`src/rtl/mul_pkg.sv`:
```
// Shared types and constants for the RV32M sequential multiplier and the ALU decode.
package mul_pkg;

  localparam int unsigned XLEN = 32;
  localparam int unsigned PLEN = 2 * XLEN;

  typedef enum logic [1:0] {
    IDLE = 2'd0,
    CALC = 2'd1,
    FIN  = 2'd2,
    DONE = 2'd3
  } state_e;

  localparam logic [2:0] F3_MUL    = 3'b000;
  localparam logic [2:0] F3_MULH   = 3'b001;
  localparam logic [2:0] F3_MULHSU = 3'b010;
  localparam logic [2:0] F3_MULHU  = 3'b011;

  localparam logic [6:0] OPCODE_OP     = 7'b0110011;
  localparam logic [6:0] FUNCT7_MULDIV = 7'b0000001;

  // rs1 is treated as signed for MUL, MULH and MULHSU
  function automatic logic a_is_signed(input logic [2:0] f3);
    return (f3 == F3_MUL) || (f3 == F3_MULH) || (f3 == F3_MULHSU);
  endfunction

  // rs2 is treated as signed for MUL and MULH only
  function automatic logic b_is_signed(input logic [2:0] f3);
    return (f3 == F3_MUL) || (f3 == F3_MULH);
  endfunction

endpackage

```
`src/rtl/mul_partial_add.sv`:
```
// One shift-add step: adds a_i weighted by each bit of b_i into the running accumulator.
module mul_partial_add
  import mul_pkg::*;
#(
  parameter int unsigned BITS_PER_CYCLE = 1
) (
  input  logic [PLEN-1:0]           acc_i,
  input  logic [PLEN-1:0]           a_i,
  input  logic [BITS_PER_CYCLE-1:0] b_i,
  output logic [PLEN-1:0]           sum_o
);

  always_comb begin
    sum_o = acc_i;
    for (int i = 0; i < BITS_PER_CYCLE; i++) begin
      if (b_i[i]) begin
        sum_o = sum_o + (a_i << i);
      end
    end
  end

endmodule

```
`src/rtl/seq_multiplier.sv`:
```
// Multi-cycle RV32M multiply unit: magnitude shift-add product, sign fix-up and half select.
module seq_multiplier
  import mul_pkg::*;
#(
  parameter int unsigned BITS_PER_CYCLE = 1
) (
  input  logic            clk,
  input  logic            n_rst,
  input  logic            MUL_EN,
  input  logic [XLEN-1:0] src_A,
  input  logic [XLEN-1:0] src_B,
  input  logic [XLEN-1:0] instruction,
  input  logic            flush,
  output logic            busy,
  output logic            done,
  output logic [XLEN-1:0] mul_result
);

  localparam int unsigned ITER  = XLEN / BITS_PER_CYCLE;
  localparam int unsigned CNT_W = $clog2(ITER) + 1;

  state_e            state_q, state_d;
  logic [PLEN-1:0]   a_q, a_d;
  logic [XLEN-1:0]   b_q, b_d;
  logic [PLEN-1:0]   acc_q, acc_d;
  logic [CNT_W-1:0]  cnt_q, cnt_d;
  logic [2:0]        f3_q, f3_d;
  logic              neg_q, neg_d;
  logic [XLEN-1:0]   res_q, res_d;
  logic              done_q, done_d;

  logic [2:0]        funct3;
  logic              a_sgn, b_sgn;
  logic [XLEN-1:0]   a_mag, b_mag;
  logic [PLEN-1:0]   step_sum;
  logic [PLEN-1:0]   prod;
  logic              unused_instr;

  assign funct3       = instruction[14:12];
  assign unused_instr = ^{instruction[31:15], instruction[11:0]};

  // Operand magnitudes, only negating operands the op treats as signed
  assign a_sgn = a_is_signed(funct3) & src_A[XLEN-1];
  assign b_sgn = b_is_signed(funct3) & src_B[XLEN-1];
  assign a_mag = a_sgn ? (~src_A + XLEN'(1)) : src_A;
  assign b_mag = b_sgn ? (~src_B + XLEN'(1)) : src_B;

  assign prod = neg_q ? (~acc_q + PLEN'(1)) : acc_q;

  mul_partial_add #(
    .BITS_PER_CYCLE (BITS_PER_CYCLE)
  ) u_step (
    .acc_i (acc_q),
    .a_i   (a_q),
    .b_i   (b_q[BITS_PER_CYCLE-1:0]),
    .sum_o (step_sum)
  );

  always_comb begin
    state_d = state_q;
    a_d     = a_q;
    b_d     = b_q;
    acc_d   = acc_q;
    cnt_d   = cnt_q;
    f3_d    = f3_q;
    neg_d   = neg_q;
    res_d   = res_q;
    done_d  = 1'b0;

    unique case (state_q)
      IDLE: begin
        if (MUL_EN && !flush) begin
          f3_d  = funct3;
          cnt_d = '0;
          acc_d = '0;
          a_d   = PLEN'(a_mag);
          b_d   = b_mag;
          neg_d = a_sgn ^ b_sgn;
          if (funct3[2]) begin
            // Divide encodings are not handled here: report a zero result quickly
            neg_d   = 1'b0;
            state_d = FIN;
          end else if ((a_mag == '0) || (b_mag == '0)) begin
            state_d = FIN;
          end else begin
            state_d = CALC;
          end
        end
      end
      CALC: begin
        if (flush) begin
          state_d = IDLE;
        end else begin
          acc_d = step_sum;
          a_d   = a_q << BITS_PER_CYCLE;
          b_d   = b_q >> BITS_PER_CYCLE;
          cnt_d = cnt_q + CNT_W'(1);
          if (cnt_q == CNT_W'(ITER - 1)) begin
            state_d = FIN;
          end
        end
      end
      FIN: begin
        if (flush) begin
          state_d = IDLE;
        end else begin
          unique case (f3_q)
            F3_MUL:                       res_d = prod[XLEN-1:0];
            F3_MULH, F3_MULHSU, F3_MULHU: res_d = prod[PLEN-1:XLEN];
            default:                      res_d = '0;
          endcase
          done_d  = 1'b1;
          state_d = DONE;
        end
      end
      DONE: begin
        state_d = IDLE;
      end
      default: begin
        state_d = IDLE;
      end
    endcase
  end

  always_ff @(posedge clk or negedge n_rst) begin
    if (!n_rst) begin
      state_q <= IDLE;
      a_q     <= '0;
      b_q     <= '0;
      acc_q   <= '0;
      cnt_q   <= '0;
      f3_q    <= '0;
      neg_q   <= 1'b0;
      res_q   <= '0;
      done_q  <= 1'b0;
    end else begin
      state_q <= state_d;
      a_q     <= a_d;
      b_q     <= b_d;
      acc_q   <= acc_d;
      cnt_q   <= cnt_d;
      f3_q    <= f3_d;
      neg_q   <= neg_d;
      res_q   <= res_d;
      done_q  <= done_d;
    end
  end

  assign done       = done_q;
  assign mul_result = res_q;
  assign busy       = MUL_EN & ~done_q;

endmodule
```
`config.mk`:
```
export PLATFORM = sky130hd
export DESIGN_NAME = seq_multiplier
export DESIGN_NICKNAME = d
export VERILOG_FILES = /design/src/rtl/mul_pkg.sv /design/src/rtl/mul_partial_add.sv /design/src/rtl/seq_multiplier.sv
export SDC_FILE = /design/constraint.sdc
export NUM_CORES = 1
export LEC_CHECK = 0
export BUFFER_PORTS_ARGS = -buffer_cell sky130_fd_sc_hd__buf_2
export CORE_MARGIN = 4
export CORE_UTILIZATION = 40
export CTS_CLUSTER_DIAMETER = 120
export DETAILED_ROUTE_END_ITERATION = 10
export GPL_TIMING_DRIVEN = 0
export PLACE_DENSITY = 0.63
export SLEW_MARGIN = 20
export SYNTH_ARGS = -nofsm -noshare
export SYNTH_HDL_FRONTEND = slang
export SYNTH_SLANG_ARGS = --single-unit
```
`constraint.sdc`:
```
create_clock -name clk -period 4.3 [get_ports clk]
set_input_delay 0 -clock clk [delete_from_list [all_inputs] [get_ports clk]]
set_output_delay 0 -clock clk [all_outputs]
set_load 0.01 [all_outputs]
```
==> load_flow_metrics.sql <==
INSERT INTO impl_metrics (metric_group, metric, value, unit) VALUES
('die', 'die_y', '203', 'um'),
('setup_path', 'timing.critical_path.arrival', '4570', 'ps'),
('route', 'firstDrtPassIters', '6', ''),
('clock_network', 'h_tree_depth', '1', ''),
('yosys', 'ys_top_cells_by_count', 'sky130_fd_sc_hd__nand2_1, sky130_fd_sc_hd__o21ai_0, sky130_fd_sc_hd__dfrtp_1', ''),
('sta', 'worst-slew-pin-transition', '947', 'ps'),
('finish', 'nNetsFinal', '2259', ''),
('placed_design', 'pre_cts_worst_setup_slack', '-61.0', 'ps'),
('clock_network', 'path_clk_slew', '60', 'ps'),
('placed_design', 'hpwl', '38800', 'um'),
('sta', 'max_freq', '0.242', 'GHz'),
('clock_network', 'tritoncts', 'done', ''),
('die', 'core-area', '37500', 'um2'),
('yosys', 'synth.largest_area_cell', 'sky130_fd_sc_hd__dfrtp_1', ''),
('outcome', 'status', 'completed', ''),
('finish', 'diodes', '0', ''),
('yosys', 'async_reset_ff_share', '100', '%'),
('setup_path', 'cpMaxStageDelayCell', 'sky130_fd_sc_hd__or4_4', ''),
('clock_network', 'max-clock-path-buffers', '3', ''),
('route', 'routed_wirelength', '49900', 'um'),
('yosys', 'synth_adder_area_share', '5.66', '%'),
('die', 'die_area', '41100', 'um2'),
('finish', 'synthesis_to_layout_area_growth', '16.7', '%'),
('setup_path', 'most_frequent_cell_on_the_critical_path', 'sky130_fd_sc_hd__or4_4', ''),
('finish', 'finish.utilization', '47.2', '%'),
('die', 'initial_utilization', '40.4', '%'),
('yosys', 'ys.warnings.count', '0', ''),
('pwr', 'p_seq_share', '31.2', '%'),
('clock_network', 'clk_lat_worst_skew', '540', 'ps'),
('pwr', 'cellPowerDensity', '612', 'nW/um2'),
('sta', 'slew-limit-headroom', '36.7', '%'),
('yosys', 'synth_top_cells_by_area', 'sky130_fd_sc_hd__dfrtp_1, sky130_fd_sc_hd__o21ai_0, sky130_fd_sc_hd__nand2_1', ''),
('pwr', 'comb_power_share', '49.2', '%'),
('min_path', 'worst_hold_path_type', 'in2reg', ''),
('die', 'die_w', '203', 'um'),
('route', 'ant_nets', '0', ''),
('placed_design', 'io_buffer_count', '99', ''),
('yosys', 'synth.avg_cell_area', '7.91', 'um2'),
('sta', 'timing.hold.ws', '10.9', 'ps'),
('yosys', 'yosys.area.top_type_share', '33.9', '%'),
('clock_network', 'cts_root_buf', 'sky130_fd_sc_hd__clkbuf_16', ''),
('clock_network', 'cts_made_buffers', '25', ''),
('sta', 'setup_violations', '0', ''),
('sta', 'fin_crit_sh', '96.3', '%'),
('die', 'i_o_pin_count', '134', ''),
('setup_path', 'crit_family', 'simple AND/OR/NAND/NOR gates', ''),
('yosys', 'post_synthesis_cell_area', '15200', 'um2'),
('flow_run', 'count_of_maximum_capacitance_violations', '0', ''),
('yosys', 'synthSimpleGateAreaFrac', '20.5', '%'),
('yosys', 'dominant_combinational_cell_family_by_area_after_synthesis', 'compound AO/OA/AOI/OAI gates', ''),
('sta', 'finalClockSkew', '18.9', 'ps'),
('sta', 'final_max_slew_viol_count', '0', ''),
('setup_path', 'worstSetupEndpointType', 'flop', ''),
('setup_path', 'startpoint_type', 'flop', ''),
('die', 'core.rowCount', '71', ''),
('finish', 'drive_gt1_share', '8.44', '%'),
('grt', 'grt_max_degree', '99', ''),
('finish', 'num-fill-cells', '3773', ''),
('clock_network', 'clock_sinks', '205', ''),
('yosys', 'synth.most_common_cell', 'sky130_fd_sc_hd__nand2_1', ''),
('sta', 'worst_slack', '159', 'ps'),
('pwr', 'power.share.switching', '46.4', '%'),
('grt', 'number_of_global_route_vias_before_repair', '14200', ''),
('grt', 'antenna_found_initial', '0', ''),
('yosys', 'synth_edf_count', '0', ''),
('clock_network', 'post-cts-setup-buffer-count', '0', ''),
('pwr', 'power_leakage', '7.84', 'nW'),
('setup_path', 'worst_ep_required_time', '4730', 'ps'),
('route', 'route.vias.total', '14900', ''),
('grt', 'global_route_total_overflow', '0', ''),
('sta', 'unrepaired_setup_endpoints_after_global_routing', 'no', '');
power groups by stage:
| stage | logic, mW | registers, mW | clock network [mW] |
|---|---|---|---|
| finish | 5.33 | 3.38 | 2.12 |
| global route | 5.92 | 3.46 | 2.24 |
| CTS | 5.26 | 3.35 | 2.15 |
| detailed placement | 5.20 | 3.38 | 0 |
| global placement | 5.12 | 3.36 | 0 |
| floorplan | 3.78 | 3.09 | 0 |
cell families after synthesis:
logic type	count (synthesis)
DFF	205
xor gates and xnor gates	170
buffers and inverters	144
adders and majority gates	68
muxes	16
and+or+nand+nor	673
AOI/OAI and AO/OA	640
worst min-delay path, stage by stage:
cell and delay [ps]:
sky130_fd_sc_hd__buf_2 120, sky130_fd_sc_hd__xnor2_1 160, sky130_fd_sc_hd__nand2_1 70, sky130_fd_sc_hd__o21ai_0 60, sky130_fd_sc_hd__o21ai_0 80
layout by cell type (no fill, tap or decap), drive strengths merged, types with 16 or more instances in the layout:
cell	instances
or4	19
nand2b	18
o31ai	32
clkbuf	134
nor4	16
nand3	34
dlygate4sd3	46
o21ai	281
nor2	110
a21o	53
ha	67
nand2	329
buf	113
or3	32
nor3	37
xor2	76
nand4	30
a21oi	140
a22o	35
xnor2	94
dfrtp	205
inv	31
o41ai	18
final cells by class:
type | count | area [um2] | area share (%)
clock inverter | 15 | 150 | 0.849
buffer | 115 | 435 | 2.46
multi-input combinational | 1567 | 9530 | 53.9
inverter | 29 | 109 | 0.616
tap | 511 | 639 | 3.62
timing repair buffer | 148 | 1030 | 5.80
sequential | 205 | 5130 | 29.0
clock buffer | 30 | 664 | 3.76
routing by layer:
metal / GRT usage (%) / vias to the layer above / wire length, um
li1: - / 7235 / -
met5: 0 / - / 0
met3: 2.89 / 86 / 2950
met2: 38.4 / 493 / 22500
met4: 6.45 / 0 / 1380
met1: 33.7 / 7078 / 23100
worst paths after layout:
check	endpoint	start	slack (ps)	cells past startpoint
worst min-delay path	a_q[18]	src_A[18]	10	5
worst max-delay path	mul_result[19]	acc_q[16]	160	11
worst min register to register	b_q[11]	b_q[11]	480	2
worst max register to register	mul_result[19]	acc_q[16]	160	11
max in group asynchronous	acc_q[56]	n_rst	3760	3
min in group asynchronous	acc_q[12]	n_rst	90	3
sequential cells by signal, indices dropped and copies added, names as in the netlist:
register    flops
acc_q          64
a_q            64
state_q         2
neg_q           1
done            1
cnt_q           6
f3_q            3
b_q            32
mul_result     32
through the flow:
step,setup TNS [ps],cells
after floorplan,0,1916
after CTS,0,2620
after detailed placement,-61.0,2528
after global placement,-58230,2526
after global routing,0,2620
final,0,2620
timing repair:
item	CTS	global route
hold endpoints to repair	251	0
gates resized for setup	1	9
pin swaps	0	1
hold buffers	47	0
setup endpoints to repair	1	10
(Power assumes the default switching activity.)
